`src/rtl/serial_adder.sv`:
```
// Bit-serial M-bit two's-complement adder with start/done handshake.
// One full-adder cell is reused over M cycles, LSB first.
module serial_adder #(
    parameter int M = 4
) (
    input  logic         clk,
    input  logic         rst,
    input  logic         start,
    input  logic [M-1:0] A,
    input  logic [M-1:0] B,
    output logic         busy,
    output logic         done,
    output logic [M-1:0] R,
    output logic         cout,
    output logic         C,
    output logic         N,
    output logic         V,
    output logic         Z
);

    localparam int CW = (M > 1) ? $clog2(M) : 1;

    typedef enum logic [1:0] {
        IDLE = 2'd0,
        RUN  = 2'd1,
        DONE = 2'd2
    } state_t;

    state_t          state_q, state_d;
    logic [M-1:0]    a_sh_q, a_sh_d;
    logic [M-1:0]    b_sh_q, b_sh_d;
    logic [M-1:0]    sum_sh_q, sum_sh_d;
    logic [CW-1:0]   cnt_q, cnt_d;
    logic            carry_q, carry_d;
    logic            sa_q, sa_d;
    logic            sb_q, sb_d;
    logic            busy_q, busy_d;
    logic            done_q, done_d;
    logic [M-1:0]    r_q, r_d;
    logic            cout_q, cout_d;
    logic            n_q, n_d;
    logic            v_q, v_d;
    logic            z_q, z_d;

    logic            s;
    logic            carry_nx;
    logic [M-1:0]    sum_nx;

    always_comb begin
        state_d  = state_q;
        a_sh_d   = a_sh_q;
        b_sh_d   = b_sh_q;
        sum_sh_d = sum_sh_q;
        cnt_d    = cnt_q;
        carry_d  = carry_q;
        sa_d     = sa_q;
        sb_d     = sb_q;
        busy_d   = busy_q;
        done_d   = 1'b0;
        r_d      = r_q;
        cout_d   = cout_q;
        n_d      = n_q;
        v_d      = v_q;
        z_d      = z_q;

        s        = a_sh_q[0] ^ b_sh_q[0] ^ carry_q;
        carry_nx = (a_sh_q[0] & b_sh_q[0])
                 | (a_sh_q[0] & carry_q)
                 | (b_sh_q[0] & carry_q);
        sum_nx   = {s, sum_sh_q[M-1:1]};

        unique case (state_q)
            IDLE: begin
                if (start) begin
                    state_d  = RUN;
                    a_sh_d   = A;
                    b_sh_d   = B;
                    sa_d     = A[M-1];
                    sb_d     = B[M-1];
                    carry_d  = 1'b0;
                    sum_sh_d = '0;
                    cnt_d    = '0;
                    busy_d   = 1'b1;
                end
            end
            RUN: begin
                carry_d  = carry_nx;
                a_sh_d   = a_sh_q >> 1;
                b_sh_d   = b_sh_q >> 1;
                sum_sh_d = sum_nx;
                cnt_d    = cnt_q + 1'b1;
                // Last bit step: results are taken from the next-state values.
                if (cnt_q == CW'(M - 1)) begin
                    state_d = DONE;
                    done_d  = 1'b1;
                    r_d     = sum_nx;
                    cout_d  = carry_nx;
                    n_d     = s;
                    v_d     = (sa_q == sb_q) && (s != sa_q);
                    z_d     = (sum_nx == '0);
                end
            end
            DONE: begin
                state_d = IDLE;
                busy_d  = 1'b0;
            end
            default: begin
                state_d = IDLE;
                busy_d  = 1'b0;
            end
        endcase
    end

    always_ff @(posedge clk) begin
        if (rst) begin
            state_q  <= IDLE;
            a_sh_q   <= '0;
            b_sh_q   <= '0;
            sum_sh_q <= '0;
            cnt_q    <= '0;
            carry_q  <= 1'b0;
            sa_q     <= 1'b0;
            sb_q     <= 1'b0;
            busy_q   <= 1'b0;
            done_q   <= 1'b0;
            r_q      <= '0;
            cout_q   <= 1'b0;
            n_q      <= 1'b0;
            v_q      <= 1'b0;
            z_q      <= 1'b0;
        end else begin
            state_q  <= state_d;
            a_sh_q   <= a_sh_d;
            b_sh_q   <= b_sh_d;
            sum_sh_q <= sum_sh_d;
            cnt_q    <= cnt_d;
            carry_q  <= carry_d;
            sa_q     <= sa_d;
            sb_q     <= sb_d;
            busy_q   <= busy_d;
            done_q   <= done_d;
            r_q      <= r_d;
            cout_q   <= cout_d;
            n_q      <= n_d;
            v_q      <= v_d;
            z_q      <= z_d;
        end
    end

    assign busy = busy_q;
    assign done = done_q;
    assign R    = r_q;
    assign cout = cout_q;
    assign C    = cout_q;
    assign N    = n_q;
    assign V    = v_q;
    assign Z    = z_q;

endmodule
```
`config.mk`:
```
export PLATFORM = sky130hd
export DESIGN_NAME = serial_adder
export DESIGN_NICKNAME = d
export VERILOG_FILES = /design/src/rtl/serial_adder.sv
export SDC_FILE = /design/constraint.sdc
export NUM_CORES = 1
export LEC_CHECK = 0
export CORE_MARGIN = 5
export CORE_UTILIZATION = 49
export CTS_CLUSTER_SIZE = 14
export DETAILED_ROUTE_END_ITERATION = 10
export PLACE_DENSITY_LB_ADDON = 0.2
export SYNTH_ARGS = -nofsm -noshare
export SYNTH_HDL_FRONTEND = slang
export SYNTH_SLANG_ARGS = --single-unit
```
`constraint.sdc`:
```
create_clock -name clk -period 2.1 [get_ports clk]
set_clock_uncertainty 0.2 [all_clocks]
set_input_delay 0.525 -clock clk [delete_from_list [all_inputs] [get_ports clk]]
set_output_delay 0.525 -clock clk [all_outputs]
set_load 0.005 [all_outputs]
```
# Word-level counts from Yosys, hierarchy flattened
# Cells that the tools add are included.
# classes
n_addsub	1
eq_ne	6
muxes	16
bitwise	8
reduce_logical	10
# op_table
cell	count
4-bit case mux with 2 select lines	3
4-bit 2-to-1 mux	3
2-bit AND reduction	5
2-bit case mux with 2 select lines	2
2-bit 2-to-1 mux	3
4-bit logical NOT	1
2-bit != test (second input constant)	2
1-bit case mux with 2 select lines	2
1-bit bitwise AND	3
1-bit 2-to-1 mux	3
2-bit by 1-bit adder with 2-bit output (second input constant)	1
2-bit by 1-bit == test with 1-bit output (second input constant)	1
2-bit == test (second input constant)	1
2-bit logical NOT	1
1-bit OR	2
2-bit nonzero test	1
2-bit OR reduction	1
1-bit bitwise XOR	2
1-bit == test	1
1-bit logical AND	1
1-bit != test	1
1-bit NOT	1
# totals
register_bits	29
input_bits	11

# Longest topological paths before layout
# Gate-level depths: netlist (run 1).
# depth
word_depth	4
mapped_depth	5
depth_no_buf	4

# Worst setup path before layout (run 1)
# No wires, ideal clock.
# synth_path
path_type	reg-to-reg
start	register a_sh_q[0]
end	register v_q, in the netlist V
setup_time_ps	131
arrival_ps	1284
setup_slack_ps	485
path_stages_with_launch	5
cell_sequence	dfxtp_1 > fa_1 > and3b_1 > nor3_1 > nor3_1
# synth_between
elab_chain_cells	4
# synth_lines
element	line_no	text
start: declaration	30	logic [M-1:0] a_sh_q, a_sh_d;
start signal: assignment	133	a_sh_q <= a_sh_d;
1-bit bitwise XOR (2 in a row)	66	s = a_sh_q[0] ^ b_sh_q[0] ^ carry_q;
named net s	45	logic s;
1-bit != test	99	v_d = (sa_q == sb_q) && (s != sa_q);
1-bit logical AND	99	
end signal: assignment	145	v_q <= v_d;
end: declaration	42	logic v_q, v_d;
# The timed path passes the listed nets, and every way through them passes these cells.
# A chain may end at the register's enable or synchronous reset.

==> results of run 1 <==
final cells by class:
type                            instances  area [um2]
Sequential cell                        27         541
Timing Repair Buffer                   23         225
Fill cell                             203         840
Clock inverter                          1        7.51
Tap cell                               28        35.0
Clock buffer                            3        22.5
Inverter                                1        3.75
Multi-Input combinational cell         72         495
where the power goes:
group          internal [mW]  switching [mW]
sequential             0.536          0.0155
combinational         0.0647          0.0612
clock                 0.0728           0.154
per-stage QoR:
step	total power, mW	cell area [um2]	cells
global placement	0.686	1300	151
CTS	0.913	1330	155
finish	0.904	1330	155
detailed placement	0.689	1300	151
global route	0.967	1330	155
floorplan	0.651	1100	109
final timing paths:
check,startpoint,end,slack (ps),depth (start not counted)
worst max-delay path,R[3],N,170,1
worst min-delay path,Z,Z,270,2
worst max register to register,a_sh_q[0],Z,320,4
worst min register to register,Z,Z,270,2
registers in the layout, summed over array words and instances, names as in the netlist, 2 cells and up:
signal and cells:
R 4, a_sh_q 4, cnt_q 2, b_sh_q 4, sum_sh_q 3, state_q 2
synthesized netlist by cell type:
| library cell | count |
|---|---|
| nor4_1 | 1 |
| inv_1 | 1 |
| mux2i_1 | 12 |
| buf_2 | 2 |
| nor2b_1 | 2 |
| o21bai_2 | 1 |
| nor3b_4 | 1 |
| nand2_1 | 2 |
| a211oi_1 | 6 |
| buf_4 | 3 |
| a22oi_1 | 7 |
| dfxtp_1 | 27 |
| ha_1 | 1 |
| fa_1 | 1 |
| nand3_1 | 2 |
| nor2_1 | 23 |
| and3b_1 | 1 |
| clkbuf_1 | 2 |
| a211oi_2 | 1 |
| o21ba_4 | 1 |
| nor3_1 | 4 |
| nor3b_1 | 1 |
| nand3b_1 | 1 |
| buf_6 | 2 |
| a21oi_1 | 4 |
per-layer routing:
metal	track usage, %	routed length (um)	up-vias
li1	-	-	414
met1	17.8	929	359
met2	19.2	879	19
met3	4.30	109	4
met4	6.95	34	0
met5	0	0	-
kinds of logic (layout without fill, tap and decap cells):
kind of cell	after synthesis	in the layout	synth area share (%)
buf+inv	10	28	6.02
compound gates	20	20	14.3
fa+ha+maj	2	2	2.95
flops	27	27	49.0
mux	12	12	10.9
simple gates	38	38	16.8
worst min-delay path, stage by stage, from the launching register on:
cell	delay, ps
dfxtp_1	340
nand2_1	50
a21oi_1	50
==> results.ini, run 1 <==
[power_and_ir_drop]
p_per_area_nw_per_um2=680
leakagePower_nw=0.524
irDropWorstVdd_mv=0.497

[placed_design]
hpwlAfterDp_mm=1.41
gp_congestion=0.726
dp_slack_ps=98.3
portBuffers=21

[synth]
syn_avg_cell_area_um2=10.1
syn_inst=109
yosysSeqAreaShare_pct=49.0
ys_ff_latch=27
synthTopCellsByArea=dfxtp_1 (49%), mux2i_1 (11%), nor2_1 (7.8%)
synth_top_cell_by_area=dfxtp_1
synth_fp_nets=122
yosysTopAreaCellShare_pct=49.0
yosysUniqueCellTypes=25
syn_area_um2=1100
ys_warn_count=0

[final_layout]
final_core_util_pct=61.3
syn_to_final_growth_pct=20.7
post_route_cells_drive_above_1_share_pct=7.87
diodes=0
final_common_cell=dfxtp_1
final_cell_mix=dfxtp_1 (27), nor2_1 (23), clkdlybuf4s50_1 (21)
fin_nets=141

[clocking]
clockBufferDepth=2
postCtsSetupBuffers=0
clk_latency_ps=330
numCtsBuffers=3
post_cts_resized=0
cts_root_buffer=clkbuf_4
cts_tree=done
clock_sink_count=27
cts_hold_buf=0
cts.clk_slew.worst_paths_ps=150
cts_max_level=1

[hold_path]
min_path_type=register to register

[sta]
setup-violations-final=0
fmax_mhz=519
max_slew.worst_pin.slew_ps=651
fin_crit_ps=1930
fin_crit_sh_pct=91.8
slew_violations=0
postLayoutSetupSlackWorst_ps=171
fin_hold_ws_ps=267
hold_violations=0
slew_headroom_pct=56.5
fin_setup_tns_ps=0
rsz0062_at_grt=false

[routing]
vias=796
initialDrtViolationCount=24
postRouteAntennaNets=0
drc=0
first_pass_iters=4
vias_per_cell=5.14
avgRoutedWirePerCell_um=12.6
wl_mm=1.95

[critical_path]
cp_max_fo=3
cp.required_ps=1370
startpoint_type=register
cp-end-kind=output port
cp_cell_sequence=clkdlybuf4s50_1
crit_path_top_delay_cell=clkdlybuf4s50_1
path_class=register to output port
cp.arrival_ps=1200
critPathBufInv=1
crit_family=buffers and inverters
max_stage_delay_ps=510

[outcome]
status=finished, final reports clean

[grt]
track_usage_pct=13.4
antenna_found_initial=0
grt_max_degree=28
grt_pass1_vias=744
grt_pass1_wl_mm=3.40
grt.overflow.total=0

[floorplanning]
fp.coreArea_um2=2170
initial_core_util_pct=50.8
die_x_um=57.4
die_area_um2=3300
ios=22
fp.dieH_um=57.4
rows=17

[job]
max-cap-violations=0

(Power assumes the default switching activity.)
==> run 2: changes to the inputs <==
- CORE_UTILIZATION: 49 -> 50
- CTS_BUF_LIST: not set -> sky130_fd_sc_hd__clkbuf_8
==> run 2 against run 1 <==
  * Die area shrank 1.6%
  * Worst setup slack better by 64 ps
  * Non-clock buffer count unchanged
  * Global-route usage rose by 0.83 points
  * Sequential cell count did not move
  * Register-to-register slack lost 20 ps
  * Via count rose by 5.0%
  * First-iteration DRC count unchanged
  * Highest routed layer unchanged
  * Sequential power about the same
  * Final area grew 1.1%
  * Cell count unchanged
  * Core utilization increased by 1.3 points
==> results.ini, run 2 (same netlist as run 1, synthesis figures left out) <==
[outcome]
status=finished, final reports clean

[sta]
rsz0062_at_grt=false
fin_setup_tns_ps=0
slew_violations=0
fin_crit_ps=1860
max_slew.worst_pin.slew_ps=614
slew_headroom_pct=59.0
postLayoutSetupSlackWorst_ps=235
hold_violations=0
setup-violations-final=0
fin_crit_sh_pct=88.8
fmax_mhz=536

[critical_path]
max_stage_delay_ps=520
reg2reg_from=a_sh_q[0]
critPathBufInv=1
crit_path_top_delay_cell=clkdlybuf4s50_1
rrSetupSlack_ps=300
cp-end-kind=output port
path_class=register to output port
startpoint=R[3]
cp.arrival_ps=1140
cp.required_ps=1370
cp_max_fo=3
crit_family=buffers and inverters
cp_cell_sequence=clkdlybuf4s50_1
startpoint_type=register

[placed_design]
hpwlAfterDp_mm=1.52
dp_cells=151
dp_slack_ps=106
portBuffers=21
gp_congestion=0.741

[final_layout]
diodes=0
fin_nets=141
final_common_cell=dfxtp_1
syn_to_final_growth_pct=22.0
final_cell_mix=dfxtp_1 (27), nor2_1 (23), clkdlybuf4s50_1 (21)
instances_no_fill=155
post_route_cells_drive_above_1_share_pct=7.09
fillers=188

[power_and_ir_drop]
irDropWorstVdd_mv=0.499
swShare_pct=23.3
power.switching_uw=222
power_uw=952
p_comb_share_pct=13.4
power_frac_seq_pct=57.9
p_per_area_nw_per_um2=708
leakagePower_nw=0.537
clkPwrFrac_pct=28.8
p_int_uw=730

[floorplanning]
die_x_um=57.0
rows=17
fp.coreArea_um2=2150
initial_core_util_pct=51.3
ios=22
fp.dieH_um=57.0
die_area_um2=3240

[grt]
antenna_found_initial=0
grt.overflow.total=0
grt_max_degree=28
grt_pass1_vias=851
track_usage_pct=14.2
grt_pass1_wl_mm=3.73

[clocking]
numCtsBuffers=3
cts.clk_slew.worst_paths_ps=90
cts_hold_buf=0
clockBufferDepth=2
clock_sink_count=27
clk_latency_ps=260
postCtsSetupBuffers=0
cts_max_level=1
cts_root_buffer=clkbuf_8
cts_tree=done
post_cts_resized=0

[routing]
first_pass_iters=4
avgRoutedWirePerCell_um=13.2
initialDrtViolationCount=24
postRouteAntennaNets=0
vias_per_cell=5.39
wl_mm=2.04
vias=836
drc=0

[hold_path]
hold_start=Z
min_path_type=register to register

[job]
max-cap-violations=0

## run 2: changes by cell type in the layout (fill, tap and decap cells not counted), sizes merged
cell	before	now
clkinvlp	1	0
inv	1	2
## run 2: metrics by stage
stage                     cell area [um2]  hold WS (ps)  util [%]
after floorplan                      1100           248         -
after global placement               1300           242      60.5
after detailed placement             1300           252      60.5
after CTS                            1350           263      62.6
after global routing                 1350           284      62.6
final                                1350           257      62.6
## run 2: final timing paths
| check | to | cells after the start |
|---|---|---|
| max | N | 1 |
| min | Z | 2 |
| max reg2reg | V | 4 |
| min reg2reg | Z | 2 |
## run 2: cell type report
class | instances | area, um2 | area share (%)
clock buffer | 3 | 41.3 | 3.07
clock inverter | 1 | 3.75 | 0.279
tap | 28 | 35.0 | 2.60
multi-input combinational | 72 | 495 | 36.8
sequential | 27 | 541 | 40.2
timing repair buffer | 23 | 225 | 16.7
inverter | 1 | 3.75 | 0.279
## run 2: worst reg2reg max path, delay by kind of cell (launching register included)
family	cells	cell delay [ps]
adder cells (fa/ha/maj)	1	660
flip-flops	1	340
AND/OR/NAND/NOR	3	490
## run 2: power groups by stage
stage          Clock [mW]  Combinational, mW  Sequential, mW
6_report            0.274              0.127           0.551
5_1_grt             0.316              0.141           0.555
3_3_place_gp            0              0.123           0.562
3_5_place_dp            0              0.126           0.563
4_1_cts             0.283              0.127           0.551
2_1_floorplan           0             0.0910           0.560
## run 2: layer usage
metal | vias up | GRT usage [%] | wire (um)
li1 | 415 | - | -
met1 | 400 | 18.1 | 931
met2 | 19 | 24.0 | 1000
met3 | 2 | 3.39 | 97
met4 | 0 | 3.97 | 12
met5 | - | 0 | 0
